--- src/rtl/processor_return_stack_if.sv ---
// Bus bundle for processor_return_stack.
//   master : pipeline/control side; drives the stall, call/return requests and clear_errors,
//            and observes the popped address, status and sticky flags.
//   slave  : the return stack itself.
// Signal names match the block's port list. clock and reset stay plain module ports.
interface processor_return_stack_if #(
  parameter int ADDR_SIZE  = 18,
  parameter int DEPTH_LOG2 = 4
);
  logic                  no_operation;
  logic                  push_valid;
  logic [ADDR_SIZE-1:0]  push_addr;
  logic                  pop_request;
  logic                  clear_errors;
  logic [ADDR_SIZE-1:0]  ip_to_return;
  logic                  return_performed;
  logic                  empty;
  logic                  full;
  logic [DEPTH_LOG2:0]   depth_count;
  logic                  overflow;
  logic                  underflow;

  modport master (
    output no_operation, push_valid, push_addr, pop_request, clear_errors,
    input  ip_to_return, return_performed, empty, full, depth_count, overflow, underflow
  );

  modport slave (
    input  no_operation, push_valid, push_addr, pop_request, clear_errors,
    output ip_to_return, return_performed, empty, full, depth_count, overflow, underflow
  );
endinterface

--- src/rtl/processor_return_stack.sv ---
// processor_return_stack: hardware call/return address stack.
//   clock        : sole clock, rising edge.
//   reset        : asynchronous, active-low; clears pointer, count, pulse, output address and flags.
//   bus (slave)  : no_operation, push_valid, push_addr, pop_request, clear_errors in;
//                  ip_to_return, return_performed, empty, full, depth_count, overflow, underflow out.
// Optional feature: define CALL_STACK_WRAP_EN so that a push onto a full stack overwrites the
// oldest entry. Without it, that push is dropped. Either way the overflow flag is set.
module processor_return_stack #(
  parameter int ADDR_SIZE  = 18,
  parameter int DEPTH_LOG2 = 4
) (
  input  logic clock,
  input  logic reset,
  processor_return_stack_if.slave bus
);
  localparam int DEPTH = 2 ** DEPTH_LOG2;
  localparam logic [DEPTH_LOG2-1:0] PTR_ONE  = DEPTH_LOG2'(1);
  localparam logic [DEPTH_LOG2:0]   CNT_ONE  = (DEPTH_LOG2 + 1)'(1);
  localparam logic [DEPTH_LOG2:0]   CNT_FULL = (DEPTH_LOG2 + 1)'(DEPTH);

  // Return addresses. The array is not reset; count and top pointer define the valid entries.
  logic [ADDR_SIZE-1:0]  mem_q [DEPTH];

  logic [DEPTH_LOG2-1:0] top_q, top_d;
  logic [DEPTH_LOG2:0]   cnt_q, cnt_d;
  logic [ADDR_SIZE-1:0]  ip_q, ip_d;
  logic                  ret_q, ret_d;
  logic                  ovf_q, ovf_d;
  logic                  udf_q, udf_d;

  logic                  wr_en;
  logic [DEPTH_LOG2-1:0] wr_idx;

  logic do_push, do_pop, is_empty, is_full, pop_ok, pop_udf, push_ovf;

  assign is_empty = (cnt_q == '0);
  assign is_full  = (cnt_q == CNT_FULL);
  assign do_push  = bus.push_valid  & ~bus.no_operation;
  assign do_pop   = bus.pop_request & ~bus.no_operation;
  assign pop_ok   = do_pop & ~is_empty;
  assign pop_udf  = do_pop & is_empty;
  // A push paired with a successful pop replaces the top entry, so it cannot overflow.
  assign push_ovf = do_push & is_full & ~pop_ok;

  always_comb begin
    top_d  = top_q;
    cnt_d  = cnt_q;
    ip_d   = ip_q;
    ret_d  = 1'b0;
    wr_en  = 1'b0;
    wr_idx = top_q + PTR_ONE;

    if (pop_ok && do_push) begin
      // Swap: return the old top and overwrite it in place. Count is unchanged.
      ip_d   = mem_q[top_q];
      ret_d  = 1'b1;
      wr_en  = 1'b1;
      wr_idx = top_q;
    end else if (pop_ok) begin
      ip_d  = mem_q[top_q];
      ret_d = 1'b1;
      top_d = top_q - PTR_ONE;
      cnt_d = cnt_q - CNT_ONE;
    end else if (do_push) begin
      if (!is_full) begin
        wr_en = 1'b1;
        top_d = top_q + PTR_ONE;
        cnt_d = cnt_q + CNT_ONE;
      end else begin
`ifdef CALL_STACK_WRAP_EN
        // When the stack is full, top+1 is the oldest slot. Overwrite it and keep the count at DEPTH.
        wr_en = 1'b1;
        top_d = top_q + PTR_ONE;
`else
        // Drop the push and leave the stack unchanged.
        wr_en = 1'b0;
`endif
      end
    end

    // Sticky flags. A new error event in the same cycle wins over clear_errors.
    ovf_d = bus.clear_errors ? 1'b0 : ovf_q;
    udf_d = bus.clear_errors ? 1'b0 : udf_q;
    if (push_ovf) ovf_d = 1'b1;
    if (pop_udf)  udf_d = 1'b1;
  end

  always_ff @(posedge clock or negedge reset) begin
    if (!reset) begin
      top_q <= '0;
      cnt_q <= '0;
      ip_q  <= '0;
      ret_q <= 1'b0;
      ovf_q <= 1'b0;
      udf_q <= 1'b0;
    end else begin
      top_q <= top_d;
      cnt_q <= cnt_d;
      ip_q  <= ip_d;
      ret_q <= ret_d;
      ovf_q <= ovf_d;
      udf_q <= udf_d;
    end
  end

  // A write can land in the same clock as an asynchronous reset assertion. The valid-entry
  // bookkeeping is cleared by the reset, so any such write is harmless.
  always_ff @(posedge clock) begin
    if (wr_en && reset) mem_q[wr_idx] <= bus.push_addr;
  end

  assign bus.ip_to_return     = ip_q;
  assign bus.return_performed = ret_q;
  assign bus.empty            = is_empty;
  assign bus.full             = is_full;
  assign bus.depth_count      = cnt_q;
  assign bus.overflow         = ovf_q;
  assign bus.underflow        = udf_q;
endmodule

--- src/flat_wrapper.sv ---
// flat-port wrapper written by rule: the top's interface ports become plain ports
module processor_return_stack_flat 
#(
  parameter int ADDR_SIZE  = 18,
  parameter int DEPTH_LOG2 = 4
)
  (clock, reset, bus_no_operation, bus_push_valid, bus_push_addr, bus_pop_request, bus_clear_errors, bus_ip_to_return, bus_return_performed, bus_empty, bus_full, bus_depth_count, bus_overflow, bus_underflow);
  processor_return_stack_if #(.ADDR_SIZE(ADDR_SIZE), .DEPTH_LOG2(DEPTH_LOG2)) bus_i ();
  input  logic clock;
  input  logic reset;
  input wire logic [$bits(bus_i.no_operation)-1:0] bus_no_operation;
  input wire logic [$bits(bus_i.push_valid)-1:0] bus_push_valid;
  input wire logic [$bits(bus_i.push_addr)-1:0] bus_push_addr;
  input wire logic [$bits(bus_i.pop_request)-1:0] bus_pop_request;
  input wire logic [$bits(bus_i.clear_errors)-1:0] bus_clear_errors;
  output wire logic [$bits(bus_i.ip_to_return)-1:0] bus_ip_to_return;
  output wire logic [$bits(bus_i.return_performed)-1:0] bus_return_performed;
  output wire logic [$bits(bus_i.empty)-1:0] bus_empty;
  output wire logic [$bits(bus_i.full)-1:0] bus_full;
  output wire logic [$bits(bus_i.depth_count)-1:0] bus_depth_count;
  output wire logic [$bits(bus_i.overflow)-1:0] bus_overflow;
  output wire logic [$bits(bus_i.underflow)-1:0] bus_underflow;
  assign bus_i.no_operation = bus_no_operation;
  assign bus_i.push_valid = bus_push_valid;
  assign bus_i.push_addr = bus_push_addr;
  assign bus_i.pop_request = bus_pop_request;
  assign bus_i.clear_errors = bus_clear_errors;
  assign bus_ip_to_return = bus_i.ip_to_return;
  assign bus_return_performed = bus_i.return_performed;
  assign bus_empty = bus_i.empty;
  assign bus_full = bus_i.full;
  assign bus_depth_count = bus_i.depth_count;
  assign bus_overflow = bus_i.overflow;
  assign bus_underflow = bus_i.underflow;
  processor_return_stack #(.ADDR_SIZE(ADDR_SIZE), .DEPTH_LOG2(DEPTH_LOG2)) u_core (.clock(clock), .reset(reset), .bus(bus_i));
endmodule
--- config.mk ---
export PLATFORM = sky130hd
export DESIGN_NAME = processor_return_stack_flat
export DESIGN_NICKNAME = d
export VERILOG_FILES = /design/src/rtl/processor_return_stack_if.sv /design/src/rtl/processor_return_stack.sv /design/src/flat_wrapper.sv
export SDC_FILE = /design/constraint.sdc
export NUM_CORES = 1
export LEC_CHECK = 0
export ABC_CLOCK_PERIOD_IN_PS = 3100
export CORE_AREA = 2 2 155 157
export CTS_BUF_LIST = sky130_fd_sc_hd__clkbuf_4 sky130_fd_sc_hd__clkbuf_8 sky130_fd_sc_hd__clkbuf_16
export DETAILED_ROUTE_END_ITERATION = 7
export DIE_AREA = 0 0 157 159
export PLACE_DENSITY = 0.84
export SYNTH_ARGS = -nofsm -noshare
export SYNTH_HDL_FRONTEND = slang
export SYNTH_SLANG_ARGS = --single-unit
--- constraint.sdc ---
create_clock -name clock -period 3.1 [get_ports clock]
set_clock_uncertainty 0.2 [all_clocks]
set_input_delay 0.62 -clock clock [delete_from_list [all_inputs] [get_ports clock]]
set_output_delay 0.62 -clock clock [all_outputs]
set_load 0.02 [all_outputs]
Word level (Yosys, flattened, before mapping)
Memories as Yosys holds them, arrays and structs flattened.
Index checks and enable logic that the tools add are counted.
- output and inout port bits: 28
- latch bits: 0
- RAM bits: 288
- register bits: 30
- memory bits (read-only): 0
- memories: 1
- magnitude comparators: 0
- divide/modulo/power cells: 0
- add/sub/neg operators: 4
- shifts and indexed selects: 0
- multipliers: 0
- bitwise operators: 10
- reductions and logical operators: 8
- equal/unequal tests: 2
- muxes and demuxes: 20
- memories (memory ; words ; bits a word ; read ports ; clocked after Yosys merged registers in ; wr ports ; RTL line ; source):
    u_core.mem_q ; 16 ; 18 ; 1 ; 0 ; 1 ; processor_return_stack.sv:22 ; logic [ADDR_SIZE-1:0] mem_q [DEPTH];
- operators with widths (kind ; count):
    18-bit 2-to-1 mux ; 2
    4-bit 2-to-1 mux ; 4
    5-bit 2-to-1 mux ; 3
    1-bit 2-to-1 mux ; 11
    2-bit nonzero test ; 4
    1-bit bitwise AND ; 6
    5-bit by 1-bit adder with 5-bit output, second input constant ; 1
    5-bit equality test, second input constant ; 1
    5-bit logical NOT ; 1
    5-bit by 1-bit subtractor with 5-bit output, second input constant ; 1
    4-bit by 1-bit adder with 4-bit output, second input constant ; 1
    1-bit inverter ; 4
    4-bit by 1-bit subtractor with 4-bit output, second input constant ; 1
    3-bit AND reduction ; 1
    1-bit logical AND ; 2
    2-bit inequality test, second input constant ; 1

Logic depth before layout (Yosys ltp)
- depth in word-level cells: 8
- depth in mapped cells: 11

Least setup slack after synthesis
No wires, ideal clock.
- path kind: register -> register
- from: reg u_core.top_q[1]
- to: mem u_core.mem_q[7][0], enable pin
- path buffers: 3
- clock period less this slack: 3.256 ns
- cell stages (with the launch flop): 10
- path slack: -0.156 ns
- arrival time: 2.664 ns
- library setup time: 0.393 ns
- path through: dfrtp_1 > clkbuf_1 > buf_2 > buf_1 > inv_1 > ha_1 > inv_1 > nor3_1 > a31oi_1 > nor2_1
- cells in the longest elaborated chain, start to end: 2
- RTL lines (element ; RTL line ; source):
    from (decl) ; processor_return_stack.sv:24 ; logic [DEPTH_LOG2-1:0] top_q, top_d;
    from (signal assigned) ; processor_return_stack.sv:97 ; top_q <= top_d;
    4-bit by 1-bit adder with 4-bit output ; processor_return_stack.sv:51 ; wr_idx = top_q + PTR_ONE;
    4-bit 2-to-1 mux (*) ; processor_return_stack.sv:53 ; if (pop_ok && do_push) begin
    to (decl) ; processor_return_stack.sv:22 ;
Mark *: on every way between the ends. The rest lies on a longest branch, timed or not.

Worst setup path in the final report
- from: reg u_core.cnt_q[3] (netlist: u_core.bus.depth_count[3])
- to: out bus_full
- cells in the longest elaborated chain, start to end: 1
- RTL lines (element ; RTL line ; source):
    from (decl) ; processor_return_stack.sv:25 ; logic [DEPTH_LOG2:0] cnt_q, cnt_d;
    from (signal assigned) ; processor_return_stack.sv:98 ; cnt_q <= cnt_d;
    5-bit equality test ; processor_return_stack.sv:37 ; assign is_full = (cnt_q == CNT_FULL);
    to (decl) ; flat_wrapper.sv:19 ; output wire logic [$bits(bus_i.full)-1:0] bus_full;
Every way passes these cells.

==> reports/qor.yml <==
cells_and_area:
  final_nets: 723
  postLayoutCellArea_mm2: 0.01465
  syn2layout_area_growth_pct: 17.79
  fillCellCount: 1529
  layout-drive-gt1-share_pct: 27.06
  n_antenna_cell: 0
route:
  via_per_inst: 5.962
  dr_total_vias: 6177
  wirelength_mm: 25.16
  first_iter_violations: 620
  drt_first_pass_iters: 5
  drc: 0
  drt.antenna.violating_nets: 0
  wire_per_inst_um: 24.28
synth:
  synth_ff_type: "edfxtp_1"
  ys_types: 41
  yosys_warnings: 0
  synthCells: 596
  synth_area_leader_cell: "edfxtp_1"
  synth_area_leaders: "edfxtp_1, mux4_2, dfrtp_1, mux2i_1, o221ai_1"
  async_flop_share_pct: 9.434
  synth_most_common_cell: "edfxtp_1"
  avgSynthCellArea_um2: 20.86
  ys_ff_latch: 318
  synth_edf_count: 288
  synth_common_cells: "edfxtp_1, mux4_2, mux2i_1"
  yosysSeqAreaShare_pct: 75.59
  synth_top_area_share_pct: 69.55
  netlist_area_mm2: 0.01243
  synth_nets: 626
clocking:
  cts_buffers: 31
  cts_tree: "done"
  clk_latency_ns: 0.54
  clockBufferDepth: 3
  cts.reportedPaths.clkPinSlew_ns: 0.06
  cts.sinks: 318
  cts_root_buf: "clkbuf_16"
  h-tree-depth: 1
pwr:
  p_leak_nw: 4.899
  irDropWorstVdd_uv: 582.3
  cellPowerDensity_mw_per_mm2: 854.8
  p_total_mw: 12.52
place:
  hpwl_mm: 15.82
  io_buffer_count: 51
  dpl_cell_area_mm2: 0.01365
  gp_congestion: 0.8270
setup_path:
  crit_chain: "or4_4 -> nor2_1 -> dlygate4sd2_1"
  critPathLaunch: "u_core.bus.depth_count[3]"
  path_max_fanout: 6
  cp_slowest_cell: "or4_4"
  critical_path.max_stage_delay_ns: 0.60
  rr_worst_depth: 7
  crit_required_ns: 2.28
  cp-endpoint: "bus_full"
  critPathKind: "flip-flop to output port"
  r2r_end: "u_core.mem_q[1][5]"
  r2r_slack_ns: 0.30
  worstReg2RegStart: "u_core.bus.depth_count[3]"
  cp-start-kind: "flip-flop"
  cp.arrival_ns: 2.01
  crit_path_end_kind: "output port"
global_route:
  grt_antenna_before_repair: 0
  use_met3_pct: 3.430
  grt_max_degree: 78
  grt_overflow: 0
  first_global_vias: 6422
  grtUsageMet2_pct: 32.72
  grt_pass1_wl_mm: 38.91
  top_usage_layer: "met2"
  met1_usage_pct: 31.22
  grt_usage_pct: 20.82
die:
  die-width_um: 157
  start_util_pct: 53.61
  die_h_um: 159
  die_area_mm2: 0.02496
  coreArea_mm2: 0.02319
  io_pins: 52
  rows: 56
timing:
  clock.fmax_mhz: 353.8
  slew_violations: 0
  maxSlewHeadroom_pct: 29.62
  rsz0062_at_grt: "no"
  hold_viol: 0
  timing.final.crit_period_ns: 2.826
  worstMarginPinSlew_ns: 1.056
  finalSetupViolCount: 0
  fin_crit_sh_pct: 91.17
status:
  status: "finished, final reports clean"
run:
  drv_cap: 0
hold_path:
  hold_depth: 2
  hold_path_class: "flip-flop to flip-flop"
-- repair_timing --
action / in CTS / in global routing
hold buffers: 1 / 0
buffers inserted: 0 / 0
endpoints found under the hold margin: 30 / 0
setup endpoints to repair: 2 / 0
resized for setup: 2 / 0
-- critical path, delay by kind of cell (launching register included) --
family | cells | cell delay (ns)
and+or+nand+nor | 2 | 0.70
DFF | 1 | 0.43
buffers and inverters | 1 | 0.34
-- report_power, final --
part	leakage (nW)	internal, mW	switching [mW]
registers	2.96	5.01	0.217
logic	1.45	1.72	1.96
clock network	0.490	2.09	1.53
total	4.90	8.81	3.71
-- registers in the layout, indices dropped and copies added (netlist names) --
name / cells
u_core.bus.depth_count: 5
u_core.bus.ip_to_return: 18
u_core.bus.overflow: 1
u_core.bus.return_performed: 1
u_core.bus.underflow: 1
u_core.mem_q: 288
u_core.top_q: 4
-- layout by cell type (no fill, tap or decap), types with 2 or more instances in the layout --
cell type / netlist / final
a21oi_1: 5 / 5
inv_1: 11 / 11
bufinv_16: 0 / 3
clkinv_2: 0 / 10
xor2_1: 4 / 4
nor2_1: 23 / 7
mux2i_1: 36 / 36
clkdlybuf4s50_1: 0 / 48
nor2_2: 0 / 16
a31oi_1: 5 / 5
buf_4: 0 / 38
nand2b_1: 3 / 3
nor3_1: 4 / 4
dlygate4sd2_1: 0 / 2
edfxtp_1: 288 / 288
clkinvlp_4: 0 / 3
clkinv_1: 0 / 7
mux4_2: 72 / 72
a21o_1: 2 / 2
dfrtp_1: 30 / 27
nand3_1: 5 / 5
clkbuf_16: 0 / 31
o221ai_1: 18 / 18
dfrtp_2: 0 / 2
o32ai_1: 2 / 2
nand2_1: 21 / 21
mux2_2: 2 / 2
xnor2_1: 10 / 10
buf_12: 0 / 6
ha_1: 5 / 5
-- kinds of logic after synthesis --
kind of cell	Yosys count	synth area share (%)
adder cells (fa/ha/maj)	6	0.6641
AO/OA/AOI/OAI	37	2.445
XOR/XNOR	14	0.9861
AND/OR/NAND/NOR	67	2.616
multiplexers	111	16.21
flip-flops	318	75.59
buffers and inverters	43	1.489
-- metal layers --
layer  vias to the layer above  part of all wire, %  wire, µm
met1                      3206                   42     10490
met2                       292                   49     12290
met3                        42                  7.6      1916
li1                       2637                    -         -
met5                         -                    0         0
met4                         0                  1.8       459
-- final cells by class --
cell class	count	area, µm²	share of cell area (%)
sequential	318	9405	64.22
multi-input combinational	235	2890	19.73
timing repair buffer	96	918.4	6.270
clock buffer	32	783.3	5.348
tap	319	399.1	2.725
clock inverter	25	209.0	1.427
inverter	11	41.29	0.2819
-- metrics by stage --
stage	setup WS [ns]	hold WS, ns	TNS, ns	utilization, %	instances
4_1_cts	0.2466	0.2998	0	63.15	1036
5_1_grt	0.1476	0.3176	0	63.15	1036
3_5_place_dp	-0.08874	0.2863	-11.71	58.84	978
3_3_place_gp	0.01516	0.2842	0	58.84	978
2_1_floorplan	-0.1563	0.1244	-32.75	-	596
6_report	0.2738	0.2913	0	63.15	1036
-- how the worst min path moves through the flow --
stage,startpoint,endpoint,slack (ns)
3_5_place_dp,u_core.bus.ip_to_return[4],u_core.bus.ip_to_return[4],0.29
3_3_place_gp,u_core.bus.ip_to_return[17],u_core.bus.ip_to_return[17],0.28
2_1_floorplan,reset,u_core.bus.depth_count[0],0.12
4_1_cts,u_core.bus.ip_to_return[4],u_core.bus.ip_to_return[4],0.30
6_report,u_core.bus.ip_to_return[5],u_core.bus.ip_to_return[5],0.29
5_1_grt,u_core.bus.ip_to_return[4],u_core.bus.ip_to_return[4],0.32
Power figures use the tool's default switching activity.
